**src/rtl/ultra_sonic_scheduler_if.sv**
```systemverilog
// Sensor-bank and result bus of the ultra_sonic round-robin scheduler.
// ULTRA_SCHED_RESULT_REGS_EN adds the per-channel last-result read port.
interface ultra_sonic_scheduler_if #(
    parameter int unsigned N_SENSORS = 4,
    parameter int unsigned COUNT_W   = 23
);
    localparam int unsigned ID_W = $clog2(N_SENSORS);

    logic                           enable;
    logic [N_SENSORS-1:0]           sensor_mask;
    logic [N_SENSORS-1:0]           start_out;
    logic [N_SENSORS-1:0]           active_in;
    logic [N_SENSORS-1:0]           count_ready_in;
    logic [N_SENSORS*COUNT_W-1:0]   count_in;
    logic                           result_valid;
    logic [ID_W-1:0]                result_id;
    logic [COUNT_W-1:0]             result_count;
    logic                           result_timeout;
    logic                           busy;
`ifdef ULTRA_SCHED_RESULT_REGS_EN
    logic [ID_W-1:0]                rd_sel;
    logic [COUNT_W-1:0]             rd_count;
    logic                           rd_fresh;

    modport master (
        input  enable, sensor_mask, active_in, count_ready_in, count_in, rd_sel,
        output start_out, result_valid, result_id, result_count, result_timeout, busy,
               rd_count, rd_fresh
    );
    modport slave (
        output enable, sensor_mask, active_in, count_ready_in, count_in, rd_sel,
        input  start_out, result_valid, result_id, result_count, result_timeout, busy,
               rd_count, rd_fresh
    );
`else
    modport master (
        input  enable, sensor_mask, active_in, count_ready_in, count_in,
        output start_out, result_valid, result_id, result_count, result_timeout, busy
    );
    modport slave (
        output enable, sensor_mask, active_in, count_ready_in, count_in,
        input  start_out, result_valid, result_id, result_count, result_timeout, busy
    );
`endif
endinterface

```
**src/rtl/ultra_sonic_scheduler.sv**
```systemverilog
// Round-robin ranging-slot sequencer for a bank of ultra_sonic channels.
// Optional per-channel last-result register file under ULTRA_SCHED_RESULT_REGS_EN.
module ultra_sonic_scheduler #(
    parameter int unsigned N_SENSORS      = 4,
    parameter int unsigned COUNT_W        = 23,
    parameter int unsigned TIMEOUT_CYCLES = 2000000,
    parameter int unsigned HOLDOFF_CYCLES = 3000000
) (
    input logic                      clk,
    input logic                      reset_all,
    ultra_sonic_scheduler_if.master  bus
);
    localparam int unsigned ID_W   = $clog2(N_SENSORS);
    localparam int unsigned TCNT_W = $clog2(TIMEOUT_CYCLES + 1);
    localparam int unsigned HCNT_W = $clog2(HOLDOFF_CYCLES + 1);

    localparam logic [TCNT_W-1:0] TCNT_LAST = TCNT_W'(TIMEOUT_CYCLES - 1);
    localparam logic [TCNT_W-1:0] TCNT_MAX  = TCNT_W'(TIMEOUT_CYCLES);
    localparam logic [HCNT_W-1:0] HCNT_LAST = HCNT_W'(HOLDOFF_CYCLES - 1);
    localparam logic [HCNT_W-1:0] HCNT_MAX  = HCNT_W'(HOLDOFF_CYCLES);

    typedef enum logic [2:0] {
        S_IDLE,
        S_SELECT,
        S_START,
        S_WAIT,
        S_HOLDOFF
    } state_t;

    state_t                 state;
    logic [ID_W-1:0]        sel;
    logic [ID_W-1:0]        rr_last;
    logic [TCNT_W-1:0]      tcnt;
    logic [HCNT_W-1:0]      hcnt;
    logic [N_SENSORS-1:0]   start_q;
    logic                   result_valid_q;
    logic [ID_W-1:0]        result_id_q;
    logic [COUNT_W-1:0]     result_count_q;
    logic                   result_timeout_q;
    logic                   busy_q;

    logic [ID_W-1:0]        next_sel_c;
    logic                   found_c;
    int unsigned            scan_idx;
    logic                   active_c;
    logic                   ready_c;
    logic                   tmo_c;
    logic [COUNT_W-1:0]     count_sel_c;

    // First participating channel strictly after rr_last, wrapping.
    always_comb begin
        next_sel_c = rr_last;
        found_c    = 1'b0;
        scan_idx   = 0;
        for (int unsigned k = 1; k <= N_SENSORS; k++) begin
            scan_idx = 32'(rr_last) + k;
            if (scan_idx >= N_SENSORS) begin
                scan_idx = scan_idx - N_SENSORS;
            end
            if (!found_c && bus.sensor_mask[ID_W'(scan_idx)]) begin
                next_sel_c = ID_W'(scan_idx);
                found_c    = 1'b1;
            end
        end
    end

    assign active_c    = bus.active_in[sel];
    assign ready_c     = bus.count_ready_in[sel];
    assign tmo_c       = (tcnt == TCNT_LAST);
    assign count_sel_c = bus.count_in[32'(sel) * COUNT_W +: COUNT_W];

    always_ff @(posedge clk or posedge reset_all) begin
        if (reset_all) begin
            state            <= S_IDLE;
            sel              <= '0;
            rr_last          <= ID_W'(N_SENSORS - 1);
            tcnt             <= '0;
            hcnt             <= '0;
            start_q          <= '0;
            result_valid_q   <= 1'b0;
            result_id_q      <= '0;
            result_count_q   <= '0;
            result_timeout_q <= 1'b0;
            busy_q           <= 1'b0;
        end else begin
            result_valid_q <= 1'b0;
            case (state)
                S_IDLE: begin
                    if (bus.enable && (bus.sensor_mask != '0)) begin
                        state  <= S_SELECT;
                        busy_q <= 1'b1;
                    end
                end
                S_SELECT: begin
                    if (!bus.enable || !found_c) begin
                        state  <= S_IDLE;
                        busy_q <= 1'b0;
                    end else begin
                        sel     <= next_sel_c;
                        start_q <= N_SENSORS'(1) << next_sel_c;
                        tcnt    <= '0;
                        state   <= S_START;
                    end
                end
                S_START: begin
                    // A channel that never goes active still times out.
                    if (tmo_c) begin
                        start_q          <= '0;
                        result_valid_q   <= 1'b1;
                        result_id_q      <= sel;
                        result_count_q   <= '1;
                        result_timeout_q <= 1'b1;
                        rr_last          <= sel;
                        hcnt             <= '0;
                        state            <= S_HOLDOFF;
                    end else begin
                        if (tcnt != TCNT_MAX) begin
                            tcnt <= tcnt + TCNT_W'(1);
                        end
                        if (active_c) begin
                            start_q <= '0;
                            state   <= S_WAIT;
                        end
                    end
                end
                S_WAIT: begin
                    // Ready is checked first so it wins a tie with the timeout.
                    if (ready_c) begin
                        result_valid_q   <= 1'b1;
                        result_id_q      <= sel;
                        result_count_q   <= count_sel_c;
                        result_timeout_q <= 1'b0;
                        rr_last          <= sel;
                        hcnt             <= '0;
                        state            <= S_HOLDOFF;
                    end else if (tmo_c) begin
                        result_valid_q   <= 1'b1;
                        result_id_q      <= sel;
                        result_count_q   <= '1;
                        result_timeout_q <= 1'b1;
                        rr_last          <= sel;
                        hcnt             <= '0;
                        state            <= S_HOLDOFF;
                    end else if (tcnt != TCNT_MAX) begin
                        tcnt <= tcnt + TCNT_W'(1);
                    end
                end
                S_HOLDOFF: begin
                    if (hcnt == HCNT_LAST) begin
                        if (bus.enable) begin
                            state <= S_SELECT;
                        end else begin
                            state  <= S_IDLE;
                            busy_q <= 1'b0;
                        end
                    end else if (hcnt != HCNT_MAX) begin
                        hcnt <= hcnt + HCNT_W'(1);
                    end
                end
                default: begin
                    state   <= S_IDLE;
                    start_q <= '0;
                    busy_q  <= 1'b0;
                end
            endcase
        end
    end

    assign bus.start_out      = start_q;
    assign bus.result_valid   = result_valid_q;
    assign bus.result_id      = result_id_q;
    assign bus.result_count   = result_count_q;
    assign bus.result_timeout = result_timeout_q;
    assign bus.busy           = busy_q;

`ifdef ULTRA_SCHED_RESULT_REGS_EN
    logic [COUNT_W-1:0]   last_count [N_SENSORS];
    logic [N_SENSORS-1:0] fresh;
    logic                 rd_in_range_c;

    // A write on the same edge beats the read-side clear.
    always_ff @(posedge clk or posedge reset_all) begin
        if (reset_all) begin
            for (int unsigned i = 0; i < N_SENSORS; i++) begin
                last_count[i] <= '0;
            end
            fresh <= '0;
        end else begin
            for (int unsigned i = 0; i < N_SENSORS; i++) begin
                if (result_valid_q && (result_id_q == ID_W'(i))) begin
                    last_count[i] <= result_count_q;
                    fresh[i]      <= 1'b1;
                end else if (bus.rd_sel == ID_W'(i)) begin
                    fresh[i] <= 1'b0;
                end
            end
        end
    end

    assign rd_in_range_c = (32'(bus.rd_sel) < N_SENSORS);
    assign bus.rd_count  = rd_in_range_c ? last_count[bus.rd_sel] : '0;
    assign bus.rd_fresh  = rd_in_range_c ? fresh[bus.rd_sel] : 1'b0;
`endif

endmodule

```
**src/flat_wrapper.sv**
```systemverilog
// flat-port wrapper written by rule: the top's interface ports become plain ports
module ultra_sonic_scheduler_flat 
#(
    parameter int unsigned N_SENSORS      = 4,
    parameter int unsigned COUNT_W        = 23,
    parameter int unsigned TIMEOUT_CYCLES = 2000000,
    parameter int unsigned HOLDOFF_CYCLES = 3000000
)
  (clk, reset_all, bus_enable, bus_sensor_mask, bus_active_in, bus_count_ready_in, bus_count_in, bus_start_out, bus_result_valid, bus_result_id, bus_result_count, bus_result_timeout, bus_busy);
  ultra_sonic_scheduler_if #(.N_SENSORS(N_SENSORS), .COUNT_W(COUNT_W)) bus_i ();
  input logic clk;
  input logic reset_all;
  input wire logic [$bits(bus_i.enable)-1:0] bus_enable;
  input wire logic [$bits(bus_i.sensor_mask)-1:0] bus_sensor_mask;
  input wire logic [$bits(bus_i.active_in)-1:0] bus_active_in;
  input wire logic [$bits(bus_i.count_ready_in)-1:0] bus_count_ready_in;
  input wire logic [$bits(bus_i.count_in)-1:0] bus_count_in;
  output wire logic [$bits(bus_i.start_out)-1:0] bus_start_out;
  output wire logic [$bits(bus_i.result_valid)-1:0] bus_result_valid;
  output wire logic [$bits(bus_i.result_id)-1:0] bus_result_id;
  output wire logic [$bits(bus_i.result_count)-1:0] bus_result_count;
  output wire logic [$bits(bus_i.result_timeout)-1:0] bus_result_timeout;
  output wire logic [$bits(bus_i.busy)-1:0] bus_busy;
  assign bus_i.enable = bus_enable;
  assign bus_i.sensor_mask = bus_sensor_mask;
  assign bus_i.active_in = bus_active_in;
  assign bus_i.count_ready_in = bus_count_ready_in;
  assign bus_i.count_in = bus_count_in;
  assign bus_start_out = bus_i.start_out;
  assign bus_result_valid = bus_i.result_valid;
  assign bus_result_id = bus_i.result_id;
  assign bus_result_count = bus_i.result_count;
  assign bus_result_timeout = bus_i.result_timeout;
  assign bus_busy = bus_i.busy;
  ultra_sonic_scheduler #(.N_SENSORS(N_SENSORS), .COUNT_W(COUNT_W), .TIMEOUT_CYCLES(TIMEOUT_CYCLES), .HOLDOFF_CYCLES(HOLDOFF_CYCLES)) u_core (.clk(clk), .reset_all(reset_all), .bus(bus_i));
endmodule
```
**config.mk**
```make
export PLATFORM = sky130hd
export DESIGN_NAME = ultra_sonic_scheduler_flat
export DESIGN_NICKNAME = d
export VERILOG_FILES = /design/src/rtl/ultra_sonic_scheduler_if.sv /design/src/rtl/ultra_sonic_scheduler.sv /design/src/flat_wrapper.sv
export SDC_FILE = /design/constraint.sdc
export NUM_CORES = 1
export LEC_CHECK = 0
export ABC_AREA = 1
export CAP_MARGIN = 15
export CORE_UTILIZATION = 35
export DETAILED_ROUTE_END_ITERATION = 6
export GPL_TIMING_DRIVEN = 0
export HOLD_SLACK_MARGIN = 0.1
export SLEW_MARGIN = 20
export SYNTH_ARGS = -nofsm -noshare
export SYNTH_HDL_FRONTEND = slang
export SYNTH_SLANG_ARGS = --single-unit
```
**constraint.sdc**
```tcl
create_clock -name clk -period 3.6 [get_ports clk]
set_clock_uncertainty 0.2 [all_clocks]
set_input_delay 1.08 -clock clk [delete_from_list [all_inputs] [get_ports clk]]
set_output_delay 1.08 -clock clk [all_outputs]
set_load 0.05 [all_outputs]
```
==> results of run 1 <==
-- sequential cells by signal (all words and copies together), names as in the netlist, 2 cells and up --
signal,cells
u_core.bus.result_id,2
u_core.hcnt,22
u_core.state,3
u_core.rr_last,2
u_core.bus.result_count,23
u_core.sel,2
u_core.tcnt,21
u_core.bus.start_out,4
-- cell usage in the layout (no fill, tap or decap), types with 2 or more instances in the layout --
master and instances:
clkbuf_2 2, dfstp_2 2, or2_1 2, ha_1 4, clkdlybuf4s50_1 138, buf_4 6
dfrtp_1 80, nand2_4 2, xor2_1 21, nand2_2 4, nand3_1 57, clkbuf_1 13
clkbuf_16 9, nor2_2 3, xnor2_1 4, bufinv_16 2, nand3_2 4, nor2_1 149
nand2_1 285, a21oi_1 13, o21bai_1 3, nor3_1 15, o21ai_0 61, buf_2 15
inv_1 97, inv_2 7, nand4_1 22, nor3_2 2, o22ai_1 47, clkinv_2 2
-- Yosys cell counts, types with 7 or more instances --
| master | n |
|---|---|
| nand2_1 | 285 |
| nor2_1 | 149 |
| inv_1 | 98 |
| dfrtp_1 | 80 |
| o21ai_0 | 61 |
| nand3_1 | 57 |
| o22ai_1 | 47 |
| nand4_1 | 22 |
| xor2_1 | 21 |
| buf_2 | 15 |
| nor3_1 | 15 |
| a21oi_1 | 13 |
| clkbuf_1 | 12 |
| inv_2 | 7 |
-- cell families (layout without fill, tap and decap cells) --
logic type / count (synthesis) / count (layout)
AO/OA/AOI/OAI: 127 / 127
XOR/XNOR: 25 / 25
adder cells (fa/ha/maj): 4 / 4
buffers and inverters: 143 / 298
flip-flops: 82 / 82
AND/OR/NAND/NOR: 547 / 547
-- power by group through the flow --
stage	clock network [uW]	logic [uW]	registers, uW
after floorplan	0	52.2	942
after global placement	0	188	940
after detailed placement	0	193	940
after CTS	1040	193	922
after global routing	1070	209	922
final	1000	192	923
-- final cells by class --
type	count	area, sq um
multi-input cells	703	3260
clock inverters	5	77.6
flip-flops and latches	82	2050
well taps	220	275
plain buffers	38	205
repair buffers	139	1410
inverters	105	397
fillers	1692	8600
clock buffers	11	243
-- stage by stage --
stage	cell area, sq um	power, uW	instances
after floorplan	5910	994	928
after global placement	7570	1130	1286
after detailed placement	7600	1130	1287
after CTS	7920	2150	1303
after global routing	7920	2200	1303
final	7920	2120	1303
-- layer usage --
| metal | GRT usage (%) | part of all wire [%] | routed length, um |
|---|---|---|---|
| met2 | 35.8 | 46 | 8640 |
| met3 | 2.58 | 2.8 | 521 |
| met5 | 0 | 0 | 0 |
| met1 | 29.9 | 48 | 8990 |
| met4 | 9.43 | 2.9 | 535 |
-- worst max path at each step --
stage,startpoint,to,cells past startpoint
CTS,u_core.bus.result_id[0]$_DFFE_PP0P_,bus_result_id[0],1
floorplan,reset_all,u_core.bus.busy$_DFFE_PP0P_,1
finish,u_core.bus.result_count[1]$_DFFE_PP0P_,bus_result_count[1],1
global route,bus_sensor_mask[0],u_core.tcnt[20]$_DFFE_PP0P_,9
global placement,reset_all,u_core.hcnt[5]$_DFFE_PP0P_,2
detailed placement,bus_sensor_mask[0],u_core.tcnt[2]$_DFFE_PP0P_,9
==> impl_metrics.json, run 1 <==
{
  "critPathRequiredTime_ps": 2320,
  "vias": 6272,
  "rsz0062_at_grt": "false",
  "initial_core_util_pct": 35.8,
  "min_delay_worst_endpoint": "u_core.bus.result_id[1]$_DFFE_PP0P_",
  "port_buffers": 138,
  "synth-edff-count": 0,
  "power_switching_share_pct": 21.2,
  "cts_max_path_buffers": 2,
  "crit_buf_inv": 1,
  "ant_nets": 0,
  "via_per_inst": 4.81,
  "reg2reg_to": "u_core.hcnt[6]$_DFFE_PP0P_",
  "clk_latency_ps": 350,
  "seqPwrFrac_pct": 43.5,
  "core_area_sq_mm": 0.0165,
  "syn_inst": 928,
  "synth_mux_area_share_pct": 0,
  "worstPathArrival_ps": 1550,
  "synth_xor_area_share_pct": 3.70,
  "drive_above_1_share_pct": 6.37,
  "min_path_cells": 2,
  "ys_types": 34,
  "yosysWarnings": 0,
  "finalCritPeriodShare_pct": 78.5,
  "remaining_drc_errors": 0,
  "cts_max_level": 3,
  "syn_area_per_cell_sq_um": 6.37,
  "antenna_cells": 0,
  "ys_seq_elements": 82,
  "yosys.area.top_type": "dfrtp_1",
  "worstHoldStart": "u_core.bus.result_id[1]$_DFFE_PP0P_",
  "synthSimpleGateAreaFrac_pct": 38.6,
  "drv_cap": 0,
  "relSlewSlack_pct": 62.1,
  "p_int_uw": 1670,
  "period_needed_ps": 2830,
  "slew_violations": 0,
  "first_global_vias": 5886,
  "cp-end-kind": "output port",
  "routed_wl_um": 18700,
  "cts.sinks": 82,
  "worstHoldPathType": "reg -> reg",
  "numCtsBuffers": 9,
  "power_density_mw_per_mm2": 267,
  "die_h_um": 132,
  "critPathMaxStageDelay_ps": 840,
  "rows": 47,
  "power_leakage_uw": 0.00340,
  "ff2ff_setup_slack_ps": 1280,
  "yosysTopAreaCellShare_pct": 33.8,
  "clk_pin_slew_worst_paths_ps": 60,
  "synth_compound_area_share_pct": 12.0,
  "tightestPinTransition_ps": 567,
  "design.die.area_sq_mm": 0.0174,
  "synth_top_family_by_area": "simple AND/OR/NAND/NOR gates",
  "first_pass_iters": 5,
  "grt_use_total_pct": 22.2,
  "crit_fanout": 2,
  "synth.top_cells.by_area": "dfrtp_1, nand2_1, nor2_1, inv_1, o21ai_0",
  "ys_seq_area_share_pct": 34.7,
  "io_pins": 139,
  "cts_post_setup_buffers_inserted": 0,
  "crit_path_start_kind": "register",
  "postCtsHoldBufs": 0,
  "combPwrFrac_pct": 9.1,
  "wl_per_cell_um": 14.3,
  "clock-root-buffer": "clkbuf_16",
  "vdd_drop_max_mv": 0.195,
  "worstPathCellList": "clkdlybuf4s50_1",
  "timing.rr.start": "u_core.hcnt[0]$_DFFE_PP0P_",
  "setup_viol": 0,
  "syn_nets": 1039,
  "finalSetupTns_ps": 0,
  "dieWidth_um": 132,
  "nNetsFinal": 1189,
  "grt_antenna_before_repair": 0,
  "grt_max_degree": 57,
  "synth_area_sq_mm": 0.00591,
  "synthFlopType": "dfrtp_1",
  "fin_util_pct": 47.9,
  "cts_tree": "built",
  "status": "completed",
  "finalWeightedCongestion": 0.952,
  "drt_iter0_markers": 379,
  "grt-ovfl-total": 0,
  "critPathKind": "reg -> out",
  "hold_violations": 0,
  "critPathTopFamily": "buffers and inverters",
  "max_freq_mhz": 354,
  "grt_pass1_wl_um": 30600,
  "hpwlAfterDp_um": 14600,
  "synthAdderAreaFrac_pct": 0.846,
  "worst_slack_ps": 772,
  "place_ws_ps": 510,
  "power.switching_uw": 449,
  "synthArstFlopShare_pct": 100,
  "cts_resized": 0,
  "critPathSlowestCell": "clkdlybuf4s50_1",
  "hold_slack_ps": 284,
  "clkPwrFrac_pct": 47.4,
  "worstRegToRegCells": 8,
  "area_delta_synth_final_pct": 33.9
}
(Power assumes the default switching activity.)
==> run 2: changes to the inputs <==
- clock period: 3.6 -> 2.4 ns (I/O delays scaled with it)
==> impl_metrics.json, run 2 (synthesis gave the netlist of run 1 again) <==
{
  "numCtsBuffers": 9,
  "grt_antenna_before_repair": 0,
  "critPathTopFamily": "simple AND/OR/NAND/NOR gates",
  "port_buffers": 138,
  "ff2ff_setup_slack_ps": 170,
  "antenna_cells": 0,
  "power_density_mw_per_mm2": 389,
  "setup_viol": 0,
  "core_area_sq_mm": 0.0165,
  "vias": 6294,
  "reg2reg_to": "u_core.hcnt[6]$_DFFE_PP0P_",
  "clock-root-buffer": "clkbuf_16",
  "relSlewSlack_pct": 62.1,
  "max_freq_mhz": 448,
  "cts_tree": "built",
  "slew_violations": 0,
  "rsz0062_at_grt": "false",
  "worstPathCellList": "ha_2 -> nand3_2 -> nor3_1 -> nand3_1 -> nand3_1 -> inv_1 -> a21oi_1 -> nand2_1",
  "startpoint": "u_core.hcnt[0]$_DFFE_PP0P_",
  "timing.rr.start": "u_core.hcnt[0]$_DFFE_PP0P_",
  "first_pass_iters": 4,
  "first_global_vias": 5865,
  "crit_path_end": "u_core.hcnt[6]$_DFFE_PP0P_",
  "via_per_inst": 4.83,
  "hold_slack_ps": 282,
  "wl_per_cell_um": 14.3,
  "drive_above_1_share_pct": 6.74,
  "final_common_cell": "nand2_1",
  "dieWidth_um": 132,
  "cp-end-kind": "register",
  "area_delta_synth_final_pct": 33.1,
  "tightestPinTransition_ps": 569,
  "hpwlAfterDp_um": 14500,
  "drt_iter0_markers": 391,
  "worstHoldPathType": "reg -> reg",
  "critPathRequiredTime_ps": 2440,
  "critPathKind": "reg -> reg",
  "finalWeightedCongestion": 0.947,
  "cts.sinks": 82,
  "worstRegToRegCells": 8,
  "remaining_drc_errors": 0,
  "rows": 47,
  "drv_cap": 0,
  "cts_max_path_buffers": 2,
  "design.die.area_sq_mm": 0.0174,
  "hold_violations": 0,
  "worstPathArrival_ps": 2270,
  "largest_reg_flops": 23,
  "grt_pass1_wl_um": 30500,
  "period_needed_ps": 2230,
  "crit_path_frequent_cell": "nand3_1",
  "io_pins": 139,
  "nNetsFinal": 1190,
  "routed_wl_um": 18600,
  "status": "completed",
  "vdd_drop_max_mv": 0.310,
  "clk_latency_ps": 350,
  "clk_pin_slew_worst_paths_ps": 70,
  "crit_path_start_kind": "register",
  "initial_core_util_pct": 35.8,
  "final_cell_mix": "nand2_1, nor2_1, clkdlybuf4s50_1",
  "finalSetupTns_ps": 0,
  "grt_use_total_pct": 22.0,
  "grt_max_degree": 33,
  "cp.depth": 8,
  "critPathMaxStageDelay_ps": 460,
  "die_h_um": 132,
  "cts_post_setup_buffers_inserted": 0,
  "grt-ovfl-total": 0,
  "ant_nets": 0,
  "cts_max_level": 3,
  "finalCritPeriodShare_pct": 93.1,
  "crit_buf_inv": 1,
  "power_leakage_uw": 0.00334,
  "crit_fanout": 7,
  "critPathSlowestCell": "dfrtp_1"
}
-- run 2: cell type report --
type                       count  area [sq um]
fill                        1738          8650
inverter                     105           398
sequential                    82          2060
tap                          220           275
multi-input combinational    703          3270
clock inverter                 5          55.1
clock buffer                  10           239
timing repair buffer         140          1380
buffer                        38           205
-- run 2: worst min path at each step --
stage / slack, ps / cells after the start / start / endpoint
after floorplan: 290 / 2 / u_core.hcnt[21]$_DFFE_PP0P_ / u_core.hcnt[21]$_DFFE_PP0P_
after global placement: 270 / 2 / u_core.bus.result_id[1]$_DFFE_PP0P_ / u_core.bus.result_id[1]$_DFFE_PP0P_
after detailed placement: 270 / 2 / u_core.bus.start_out[0]$_DFFE_PP0P_ / u_core.bus.start_out[0]$_DFFE_PP0P_
after CTS: 290 / 2 / u_core.bus.start_out[0]$_DFFE_PP0P_ / u_core.bus.start_out[0]$_DFFE_PP0P_
after global routing: 310 / 2 / u_core.bus.start_out[0]$_DFFE_PP0P_ / u_core.bus.start_out[0]$_DFFE_PP0P_
final: 280 / 2 / u_core.bus.start_out[1]$_DFFE_PP0P_ / u_core.bus.start_out[1]$_DFFE_PP0P_
-- run 2: what timing repair did --
action,CTS,global route
resized for setup,32,4
pin swaps,0,0
hold buffers,0,0
endpoints found under the setup margin,32,39
-- run 2: report_power, final --
group / switching, uW / total [uW] / internal [uW]
combinational: 102 / 288 / 186
sequential: 0.448 / 1380 / 1380
clock: 569 / 1390 / 825
-- run 2: metal layers --
| layer | wire length, um | vias up | global-route usage (%) |
|---|---|---|---|
| met4 | 452 | 0 | 8.14 |
| met2 | 8540 | 102 | 34.2 |
| li1 | - | 3270 | - |
| met1 | 9130 | 2890 | 31.3 |
| met3 | 473 | 32 | 2.88 |
| met5 | 0 | - | 0 |
-- run 2: worst register-to-register path, stage by stage (launching register included) --
cell	delay [ps]
dfrtp_1	460
ha_2	280
nand3_2	150
nor3_1	170
nand3_1	210
nand3_1	290
inv_1	150
a21oi_1	160
nand2_1	60
-- run 2: metrics by stage --
step	total power [uW]	std cells	util (%)	setup slack, ps	cell area [sq um]
after global routing	3190	1303	47.7	3.01	7880
after CTS	3120	1303	47.6	25.3	7870
after floorplan	1490	928	-	498	5920
after detailed placement	1700	1288	46.1	-330	7610
final	3070	1303	47.7	166	7880
after global placement	1690	1286	45.8	-467	7570
